<file path="config.mk">
export PLATFORM = sky130hd
export DESIGN_NAME = s_to_p_converter
export DESIGN_NICKNAME = d
export VERILOG_FILES = /design/src/rtl/s_to_p_pkg.sv /design/src/rtl/beat_counter.sv /design/src/rtl/s_to_p_converter.sv
export SDC_FILE = /design/constraint.sdc
export NUM_CORES = 1
export LEC_CHECK = 0
export BUFFER_PORTS_ARGS = -buffer_cell sky130_fd_sc_hd__buf_2
export CAP_MARGIN = 20
export CORE_ASPECT_RATIO = 1.5
export CORE_MARGIN = 10
export CORE_UTILIZATION = 35
export DETAILED_ROUTE_END_ITERATION = 7
export PLACE_DENSITY = 0.63
export SYNTH_ARGS = -nofsm -noshare
export SYNTH_HDL_FRONTEND = slang
export SYNTH_SLANG_ARGS = --single-unit
</file>
<file path="constraint.sdc">
create_clock -name clk -period 7.3 [get_ports clk]
set_input_delay 0.365 -clock clk [delete_from_list [all_inputs] [get_ports clk]]
set_output_delay 0.365 -clock clk [all_outputs]
set_load 0.005 [all_outputs]
</file>
<file path="src/rtl/s_to_p_pkg.sv">
// Shared types for the serial/parallel word converters.
package s_to_p_pkg;

    typedef logic [31:0] word_t;

    typedef enum logic {
        COLLECT,
        HOLD
    } state_t;

endpackage

</file>
<file path="src/rtl/beat_counter.sv">
// Modulo-N beat counter; last flags the final beat of a frame.
module beat_counter
    import s_to_p_pkg::*;
#(
    parameter int N = 4,
    parameter int W = (N > 1) ? $clog2(N) : 1
) (
    input  logic         clk,
    input  logic         rst,
    input  logic         inc,
    input  logic         clr,
    output logic [W-1:0] cnt,
    output logic         last
);

    assign last = (cnt == W'(N - 1));

    always_ff @(posedge clk or posedge rst) begin
        if (rst) begin
            cnt <= '0;
        end else if (clr) begin
            cnt <= '0;
        end else if (inc) begin
            cnt <= last ? '0 : cnt + 1'b1;
        end
    end

endmodule

</file>
<file path="src/rtl/s_to_p_converter.sv">
// Serial-to-parallel word assembler: packs N_BEATS input beats into one output frame,
// either as a single-cycle pulse (fct=1) or held until ordy (fct=0).
module s_to_p_converter
    import s_to_p_pkg::*;
#(
    parameter int SERIAL_LENGTH   = 2,
    parameter int PARALLEL_LENGTH = 4
) (
    input  logic                              clk,
    input  logic                              rst,
    input  logic                              ien,
    input  logic [0:SERIAL_LENGTH-1][31:0]    idata,
    input  logic                              fct,
    input  logic                              ordy,
    output logic                              oen,
    output logic [0:PARALLEL_LENGTH-1][31:0]  odata,
    output logic                              full
);

    localparam int N_BEATS = PARALLEL_LENGTH / SERIAL_LENGTH;
    localparam int CNT_W   = (N_BEATS > 1) ? $clog2(N_BEATS) : 1;

    generate
        if (SERIAL_LENGTH < 1 || (PARALLEL_LENGTH % SERIAL_LENGTH) != 0) begin : g_bad_params
            $error("PARALLEL_LENGTH must be a positive multiple of SERIAL_LENGTH");
        end
    endgenerate

    state_t                      state;
    state_t                      state_next;
    logic [CNT_W-1:0]            cnt;
    logic                        last;
    logic                        accept;
    logic                        complete;
    word_t [0:PARALLEL_LENGTH-1] abuf;
    word_t [0:PARALLEL_LENGTH-1] frame;

    assign accept   = (state == COLLECT) && ien;
    assign complete = accept && last;
    assign full     = (state == HOLD);

    beat_counter #(
        .N (N_BEATS),
        .W (CNT_W)
    ) u_beat_counter (
        .clk  (clk),
        .rst  (rst),
        .inc  (accept),
        .clr  (1'b0),
        .cnt  (cnt),
        .last (last)
    );

    always_ff @(posedge clk or posedge rst) begin
        if (rst) begin
            state <= COLLECT;
        end else begin
            state <= state_next;
        end
    end

    // Mode is sampled only on the completion beat; HOLD waits for the consumer.
    always_comb begin
        state_next = state;
        case (state)
            COLLECT: if (complete && !fct) state_next = HOLD;
            HOLD:    if (ordy)             state_next = COLLECT;
            default:                       state_next = COLLECT;
        endcase
    end

    // The final beat bypasses the buffer so the frame is ready on the completion edge.
    always_comb begin
        frame = abuf;
        frame[(N_BEATS-1)*SERIAL_LENGTH +: SERIAL_LENGTH] = idata;
    end

    always_ff @(posedge clk or posedge rst) begin
        if (rst) begin
            abuf <= '0;
        end else if (accept && !last) begin
            for (int b = 0; b < N_BEATS - 1; b++) begin
                if (cnt == CNT_W'(b)) begin
                    abuf[b*SERIAL_LENGTH +: SERIAL_LENGTH] <= idata;
                end
            end
        end
    end

    always_ff @(posedge clk or posedge rst) begin
        if (rst) begin
            odata <= '0;
            oen   <= 1'b0;
        end else if (complete) begin
            odata <= frame;
            oen   <= 1'b1;
        end else if (state == COLLECT || ordy) begin
            oen   <= 1'b0;
        end
    end

endmodule

</file>
; ---- Word-level counts from Yosys, hierarchy flattened
; Cells that the tools add are included.
[op_classes]
n_addsub = 1
mux = 6
bitwise = 2
n_reduce_logical = 9
[op_table]
columns = op, n
row1 = $mux 1, 5
row2 = $logic_and 1x1->1, 4
row3 = $logic_not 1->1, 2
row4 = $not 1->1, 2
row5 = $pmux 1 s2, 1
row6 = $reduce_and 2->1, 1
row7 = $reduce_bool 2->1, 1
row8 = $add 1x1->1 const B, 1
row9 = $logic_or 1x1->1, 1
[word_totals]
register_bits = 195
out_inout_bits = 130
wordCells = 27

; ---- Depth between registers and ports, before layout
; Gate-level depths: netlist of run 1.
[depth]
ltp_word = 6
depth_mapped = 4

; ---- Modules after synthesis
; From an unflattened synthesis of run 1, not the netlist that was laid out.
[unflattened]
cells_unflattened = 422
area_unflattened_um2 = 7656.1
[by_module_without_submodules]
columns = module, n_inst, cells_per_inst, area_per_inst_um2, seq_area_each_um2
row1 = s_to_p_converter, 1, 417, 7607.3, 4854.7
row2 = beat_counter, 1, 5, 48.8, 25.0

; ---- Worst setup path after synthesis of run 1
; No wires, ideal clock.
[synth_path]
path_kind = flip-flop to flip-flop
startpoint = reg state, in the netlist full
endpoint = reg abuf[115] in the netlist's numbering
setup_ns = 0.125
arrival_time_ns = 1.258
required_time_ns = 7.175
path_slack_ns = 5.917
path_stages_with_launch = 5
n_path_buf = 2
path_cell_list = dfrtp_1 > nor3b_2 > buf_4 > buf_6 > mux2_2
[synth_via]
elab_chain_len = 4
[synth_rtl]
columns = element, line_no
row1 = start: declaration, s_to_p_converter.sv:29  ; state_t state;
row2 = start signal: assignment, s_to_p_converter.sv:58  ; state <= state_next;
row3 = $not 1->1, --
row4 = $logic_and 1x1->1, s_to_p_converter.sv:38  ; assign accept = (state == COLLECT) && ien;
row5 = $logic_and 1x1->1, s_to_p_converter.sv:81  ; end else if (accept && !last) begin
row6 = $reduce_and 2->1 (no source line), --
row7 = end signal: indexed assignment, s_to_p_converter.sv:84  ; abuf[b*SERIAL_LENGTH +: SERIAL_LENGTH] <= idata;
row8 = end: declaration, s_to_p_converter.sv:35  ; word_t [0:PARALLEL_LENGTH-1] abuf;
; No other way between the ends.
; A chain may end at the register's enable or synchronous reset.

; ---- Worst setup path in the final report of run 1
[layout_path]
startpoint = reg state, in the netlist full
endpoint = reg odata[119] in the netlist's numbering
[layout_via]
elab_chain_len = 3
[layout_rtl]
columns = element, line_no
row1 = $not 1->1, --
row2 = $logic_and 1x1->1, s_to_p_converter.sv:38
row3 = $logic_and 1x1->1, s_to_p_converter.sv:39  ; assign complete = accept && last;
row4 = end signal: assignment, s_to_p_converter.sv:95  ; odata <= frame;
row5 = end: declaration, s_to_p_converter.sv:16  ; output logic [0:PARALLEL_LENGTH-1][31:0] odata,
; No other way between the ends.

==> results of run 1 <==
cell families after synthesis:
| family | count (synthesis) |
|---|---|
| buf+inv | 23 |
| compound gates | 2 |
| flops | 195 |
| mux | 192 |
| simple gates | 5 |
| xor+xnor | 1 |
layer usage:
metal	wire [µm]	part of all wire, %
met5	0	0
met4	250	1.6
met3	949	6.0
met2	8970	56
met1	5740	36
layout make-up:
type                       instances  share of cell area (%)
clock buffer                      18                    4.83
clock inverter                    14                    1.82
inverter                           2                   0.138
multi-input combinational        200                    24.6
sequential                       195                    53.7
tap                              264                    3.64
timing repair buffer             202                    11.2
worst max-delay path, stage by stage (launching register included):
cell                       delay [ns]
sky130_fd_sc_hd__dfrtp_1         0.46
sky130_fd_sc_hd__nand3b_4        0.72
sky130_fd_sc_hd__buf_4           0.81
sky130_fd_sc_hd__mux2_2          0.42
cells in the final DEF, fill, tap and decap left out:
| cell | instances |
|---|---|
| sky130_fd_sc_hd__mux2_2 | 187 |
| sky130_fd_sc_hd__o31ai_1 | 1 |
| sky130_fd_sc_hd__buf_4 | 4 |
| sky130_fd_sc_hd__inv_1 | 1 |
| sky130_fd_sc_hd__inv_6 | 7 |
| sky130_fd_sc_hd__xnor2_1 | 1 |
| sky130_fd_sc_hd__mux2_1 | 5 |
| sky130_fd_sc_hd__dfrtp_1 | 195 |
| sky130_fd_sc_hd__bufinv_16 | 2 |
| sky130_fd_sc_hd__clkinvlp_4 | 2 |
| sky130_fd_sc_hd__buf_2 | 198 |
| sky130_fd_sc_hd__nor3b_4 | 1 |
| sky130_fd_sc_hd__clkinv_4 | 3 |
| sky130_fd_sc_hd__nand2_1 | 1 |
| sky130_fd_sc_hd__clkbuf_16 | 17 |
| sky130_fd_sc_hd__nand2b_1 | 2 |
| sky130_fd_sc_hd__nand3b_4 | 1 |
| sky130_fd_sc_hd__inv_8 | 1 |
| sky130_fd_sc_hd__o21ai_0 | 1 |
| sky130_fd_sc_hd__clkbuf_8 | 1 |
registers in the layout, indices dropped and copies added (netlist names):
name	cells
abuf	64
odata	128
full	1
u_beat_counter.cnt	1
oen	1
power by group through the flow:
| stage | Sequential [µW] | Combinational [µW] | Clock (µW) |
|---|---|---|---|
| finish | 1910 | 1340 | 940 |
| global route | 1990 | 1470 | 1020 |
| CTS | 1920 | 1390 | 977 |
| detailed placement | 1940 | 1390 | 0 |
| global placement | 1900 | 1340 | 0 |
| floorplan | 1920 | 812 | 0 |
per-stage QoR:
step	hold WS, ns	power [µW]	utilization [%]
2_1_floorplan	0.454	2730	-
3_3_place_gp	0.463	3240	41.2
3_5_place_dp	0.471	3330	41.2
4_1_cts	0.0430	4290	44.2
5_1_grt	0.0638	4480	44.2
6_report	0.0272	4190	44.2
worst paths after layout:
path | to | cells past startpoint | startpoint
setup reg to reg | odata[119]$_DFFE_PP0P_ | 3 | full$_DFF_PP0_
hold / removal | oen$_DFFE_PP0P_ | 2 | rst
hold reg to reg | abuf[121]$_DFFE_PP0P_ | 1 | abuf[121]$_DFFE_PP0P_
setup / recovery | odata[119]$_DFFE_PP0P_ | 3 | full$_DFF_PP0_
max in group asynchronous | abuf[78]$_DFFE_PP0P_ | 3 | rst
min in group clk | full$_DFF_PP0_ | 2 | fct
==> flow_metrics.tcl, run 1 <==
set metrics [dict create \
    synthCells 418 \
    cts_hold_bufs 0 \
    synth_xor_area_share_pct 0.119 \
    area_growth_syn_to_layout_pct 23.6 \
    cts_sinks 195 \
    ys_types 15 \
    ff_latch_area_um2 4880 \
    pre_cts_slack_ns 4.62 \
    detailedPlacementHpwl_mm 11.7 \
    max_freq_ghz 0.379 \
    p_int_uw 2970 \
    final_cell_count_no_fill 895 \
    flip_flop_cell_with_the_highest_count_after_synthesis "sky130_fd_sc_hd__dfrtp_1" \
    largest_net_degree_at_the_start_of_global_routing 74 \
    post-route-period-util_pct 36.2 \
    required_ns 7.61 \
    p_per_area_nw_per_um2 461 \
    viasPerCell 4.62 \
    critPathMaxFanout 69 \
    main_combinational_cell_family_by_area_after_synthesis "multiplexers" \
    insertedDiodeCount 0 \
    netlist.top_cell.by_area "sky130_fd_sc_hd__dfrtp_1" \
    grt_use_met1_pct 11.6 \
    drt_first_pass_iters 4 \
    floorplan.die.height_um 198 \
    std_cell_rows 64 \
    worst_hold_path_type "in2async" \
    worst-slew-pin-transition_ns 0.915 \
    grt_util_met3_pct 4.07 \
    gp_congestion 0.718 \
    cts_inserted_buffers 17 \
    global_route_wire_length_before_repair_mm 25.9 \
    gr-max-usage-layer "met2" \
    port_buffers 198 \
    globalRoute.totalOverflow 0 \
    yosys.cell_count.top_type "sky130_fd_sc_hd__dfrtp_1" \
    syn_area_per_cell_um2 17.6 \
    multi_input_comb_area_um2 2240 \
    place.detailed.instances 863 \
    post-synth-top-area-fraction_pct 66.4 \
    grt_use_total_pct 11.7 \
    hold_viol 0 \
    power.share.sequential_pct 45.6 \
    ys_ff_latch 195 \
    fin_skew_ns 0.0144 \
    fp.coreArea_um2 20600 \
    crit_arrival_ns 2.95 \
    max_transition_viols_final 0 \
    worst_setup_hold_path_clk_slew_ns 0.07 \
    synth-edff-count 0 \
    yosysWarnings 0 \
    yosys-top-cells-area "sky130_fd_sc_hd__dfrtp_1 66%, sky130_fd_sc_hd__mux2_2 29%, sky130_fd_sc_hd__buf_6 2.5%" \
    die-area_um2 27300 \
    fill_cell_instance_count_of_the_final_layout 1883 \
    drc 0 \
    die_w_um 138 \
    setup-tns-final_ns 0 \
    clock_tree.htree_level_count 4 \
    power_frac_clock_pct 22.4 \
    share_of_cell_area_taken_by_muxes_after_synthesis_pct 29.4 \
    synth-seq-area-share_pct 66.4 \
    finalSetupViolCount 0 \
    power.ir.vdd_worst_uv 193 \
    synth_fa_ha_area_share_pct 0 \
    proportion_of_register_bits_with_asynchronous_set_or_reset_after_synthesis_pct 100 \
    number_of_global_route_vias_before_repair 4833 \
    cts_buffer_depth 2 \
    synthesis.area_um2 7350 \
    startpoint_type "flip-flop" \
    detail_route.wirelength_mm 15.9 \
    wl_per_cell_um 17.8 \
    share_comb_of_total_power_pct 31.9 \
    ioPinCount 199 \
    cts_resized 0 \
    maxCapViolCount 0 \
    share_of_final_layout_standard_cells_stronger_than_drive_strength_1_pct 67.2 \
    rsz_0062_raised_after_global_routing "no" \
    detailed_place.area_um2 8480 \
    mappedNetlistNets 487 \
    leakage_uw 0.00423 \
    global_route.usage.met2_pct 21.8 \
    cts_tree "done" \
    yosys-top-cells-count "195 x sky130_fd_sc_hd__dfrtp_1, 187 x sky130_fd_sc_hd__mux2_2, 16 x sky130_fd_sc_hd__buf_6" \
    setup.worst_path.end_class "flip-flop" \
    sw_frac_of_total_pct 29.2 \
    run_status "finished clean" \
    synth_simple_gate_area_share_pct 0.664 \
    design.final.nets 687 \
    grt_antenna_before_repair 0 \
    route.antenna.remaining_nets 0 \
    layout.cell_area.non_filler_um2 9090 \
    vias 4131 \
    path_class "reg2reg" \
    layout_setup_ws_ns 4.66 \
    finalWorstPathRequiredPeriod_ns 2.64 \
    drtIter0Drc 120 \
    max-slew-margin-rel_pct 39.0 \
    net-switching-power_uw 1220 \
    clock-root-buffer "sky130_fd_sc_hd__clkbuf_16" \
    cts_setup_buffers 0 \
    share_of_the_synthesized_area_in_compound_gates_ao_oa_aoi_oai_pct 0.170 \
    initial_core_utilization_pct 35.7 \
    register_to_register_setup_slack_ns 4.66 \
    clk-insertion-delay-late_ns 0.43 \
]
(Power assumes the default switching activity.)
==> run 2: changes to the inputs <==
==> constraint.sdc (replaced) <==
create_clock -name clk -period 2.75 [get_ports clk]
set_input_delay 0.1375 -clock clk [delete_from_list [all_inputs] [get_ports clk]]
set_output_delay 0.1375 -clock clk [all_outputs]
set_load 0.005 [all_outputs]
==> flow_metrics.tcl, run 2 (synthesis results as in run 1) <==
set metrics [dict create \
    largest_register_ffs 128 \
    critPathMaxFanout 52 \
    ff_latch_area_um2 4880 \
    worst-slew-pin-transition_ns 0.791 \
    layout.cells.most_common "sky130_fd_sc_hd__buf_2" \
    multi_input_comb_area_um2 2240 \
    crit_path_cell_trace "nand3b_4 -> buf_12 -> mux2_2" \
    drtIter0Drc 120 \
    critical-path-slowest-cell "sky130_fd_sc_hd__nand3b_4" \
    required_ns 3.06 \
    clock-root-buffer "sky130_fd_sc_hd__clkbuf_16" \
    top_register "odata" \
    worst_setup_hold_path_clk_slew_ns 0.07 \
    cts_resized 0 \
    design.final.nets 760 \
    reg_top3 "odata (128), abuf (64)" \
    final_cell_count_no_fill 968 \
    fp.coreArea_um2 20600 \
    share_of_final_layout_standard_cells_stronger_than_drive_strength_1_pct 61.1 \
    fill_cell_instance_count_of_the_final_layout 1765 \
    grt_antenna_before_repair 1 \
    finalSetupViolCount 0 \
    max-slew-margin-rel_pct 47.1 \
    layout.cell_area.non_filler_um2 9860 \
    viasPerCell 4.54 \
    drt_first_pass_iters 4 \
    worst_hold_path_type "in2reg" \
    area_growth_syn_to_layout_pct 34.0 \
    gp_congestion 0.728 \
    cts_inserted_buffers 17 \
    leading_cell_types_in_the_layout_fill_and_taps_excluded "198 x sky130_fd_sc_hd__buf_2, 195 x sky130_fd_sc_hd__dfrtp_1, 187 x sky130_fd_sc_hd__mux2_2" \
    max_freq_ghz 0.535 \
    floorplan.die.height_um 198 \
    global_route_wire_length_before_repair_mm 27.2 \
    ioPinCount 199 \
    route.antenna.remaining_nets 0 \
    setup-tns-final_ns 0 \
    p_per_area_nw_per_um2 1140 \
    grt_use_total_pct 12.4 \
    clock_tree.htree_level_count 4 \
    leakage_uw 0.00454 \
    place.detailed.instances 869 \
    detailedPlacementHpwl_mm 12.0 \
    worst_path_largest_cell_delay_ns 0.53 \
    cts_buffer_depth 2 \
    die-area_um2 27300 \
    detailed_place.area_um2 8590 \
    rsz_0062_raised_after_global_routing "no" \
    cts_tree "done" \
    port_buffers 198 \
    path_class "reg2reg" \
    power.ir.vdd_worst_uv 467 \
    detail_route.wirelength_mm 16.7 \
    startpoint_type "flip-flop" \
    wl_per_cell_um 17.3 \
    vias 4399 \
    globalRoute.totalOverflow 0 \
    initial_core_utilization_pct 35.7 \
    fin_skew_ns 0.0115 \
    drc 0 \
    clk-insertion-delay-late_ns 0.43 \
    number_of_global_route_vias_before_repair 5016 \
    run_status "finished clean" \
    max_transition_viols_final 0 \
    cts_sinks 195 \
    die_w_um 138 \
    crit_arrival_ns 2.18 \
    largest_net_degree_at_the_start_of_global_routing 56 \
    post-route-period-util_pct 68.0 \
    insertedDiodeCount 0 \
    hold_viol 0 \
    fin_hold_ws_ns 0.0279 \
    finalWorstPathRequiredPeriod_ns 1.87 \
    std_cell_rows 64 \
    setup.worst_path.end_class "flip-flop" \
    maxCapViolCount 0 \
]
==> run 2: repair_timing <==
item,CTS,global route
setup buffers,0,0
setup endpoints to repair,0,0
hold endpoints to repair,156,0
hold buffers,67,0
==> run 2: worst max-delay path: cells and delay by family (launching register included) <==
kind | cells | cell delay, ns
buffers and inverters | 1 | 0.34
AND/OR/NAND/NOR | 1 | 0.53
multiplexers | 1 | 0.39
flip-flops | 1 | 0.46
==> run 2: layer usage <==
layer | vias to the layer above | track usage [%] | wire length [µm]
li1 | 2024 | - | -
met1 | 2226 | 13.2 | 6340
met2 | 129 | 21.6 | 8950
met3 | 18 | 4.67 | 1100
met4 | 2 | 5.40 | 310
met5 | - | 0 | 13
==> run 2: cell type report <==
cell class	instances	area share, %
clock buffers	17	4.32
multi-input cells	200	22.7
clock inverters	15	1.74
inverters	2	0.114
well taps	264	3.35
flip-flops and latches	195	49.5
repair buffers	275	18.3
==> run 2: path summary, 6_finish.rpt <==
| check | cells past startpoint | startpoint | end | slack, ns |
|---|---|---|---|---|
| setup reg to reg | 3 | full$_DFF_PP0_ | odata[57]$_DFFE_PP0P_ | 0.88 |
| max in group asynchronous | 4 | rst | odata[84]$_DFFE_PP0P_ | 1.62 |
| hold reg to reg | 1 | abuf[121]$_DFFE_PP0P_ | abuf[121]$_DFFE_PP0P_ | 0.49 |
| min in group asynchronous | 3 | rst | odata[63]$_DFFE_PP0P_ | 0.42 |
| hold / removal | 3 | ordy | oen$_DFFE_PP0P_ | 0.03 |
| setup / recovery | 3 | full$_DFF_PP0_ | odata[57]$_DFFE_PP0P_ | 0.88 |
==> run 2: report_power, final <==
part	internal [µW]	switching (µW)
Sequential	4350	708
Clock	1370	1120
Combinational	2230	1460
Total	7940	3290
==> run 2: through the flow <==
stage               utilization (%)  power, µW  setup slack, ns
floorplan                         -       7250           0.0941
global placement               41.7       8640            0.921
detailed placement             41.7       8860            0.862
CTS                            47.9      11500            0.853
global route                   47.9      12000            0.782
finish                         47.9      11200            0.881
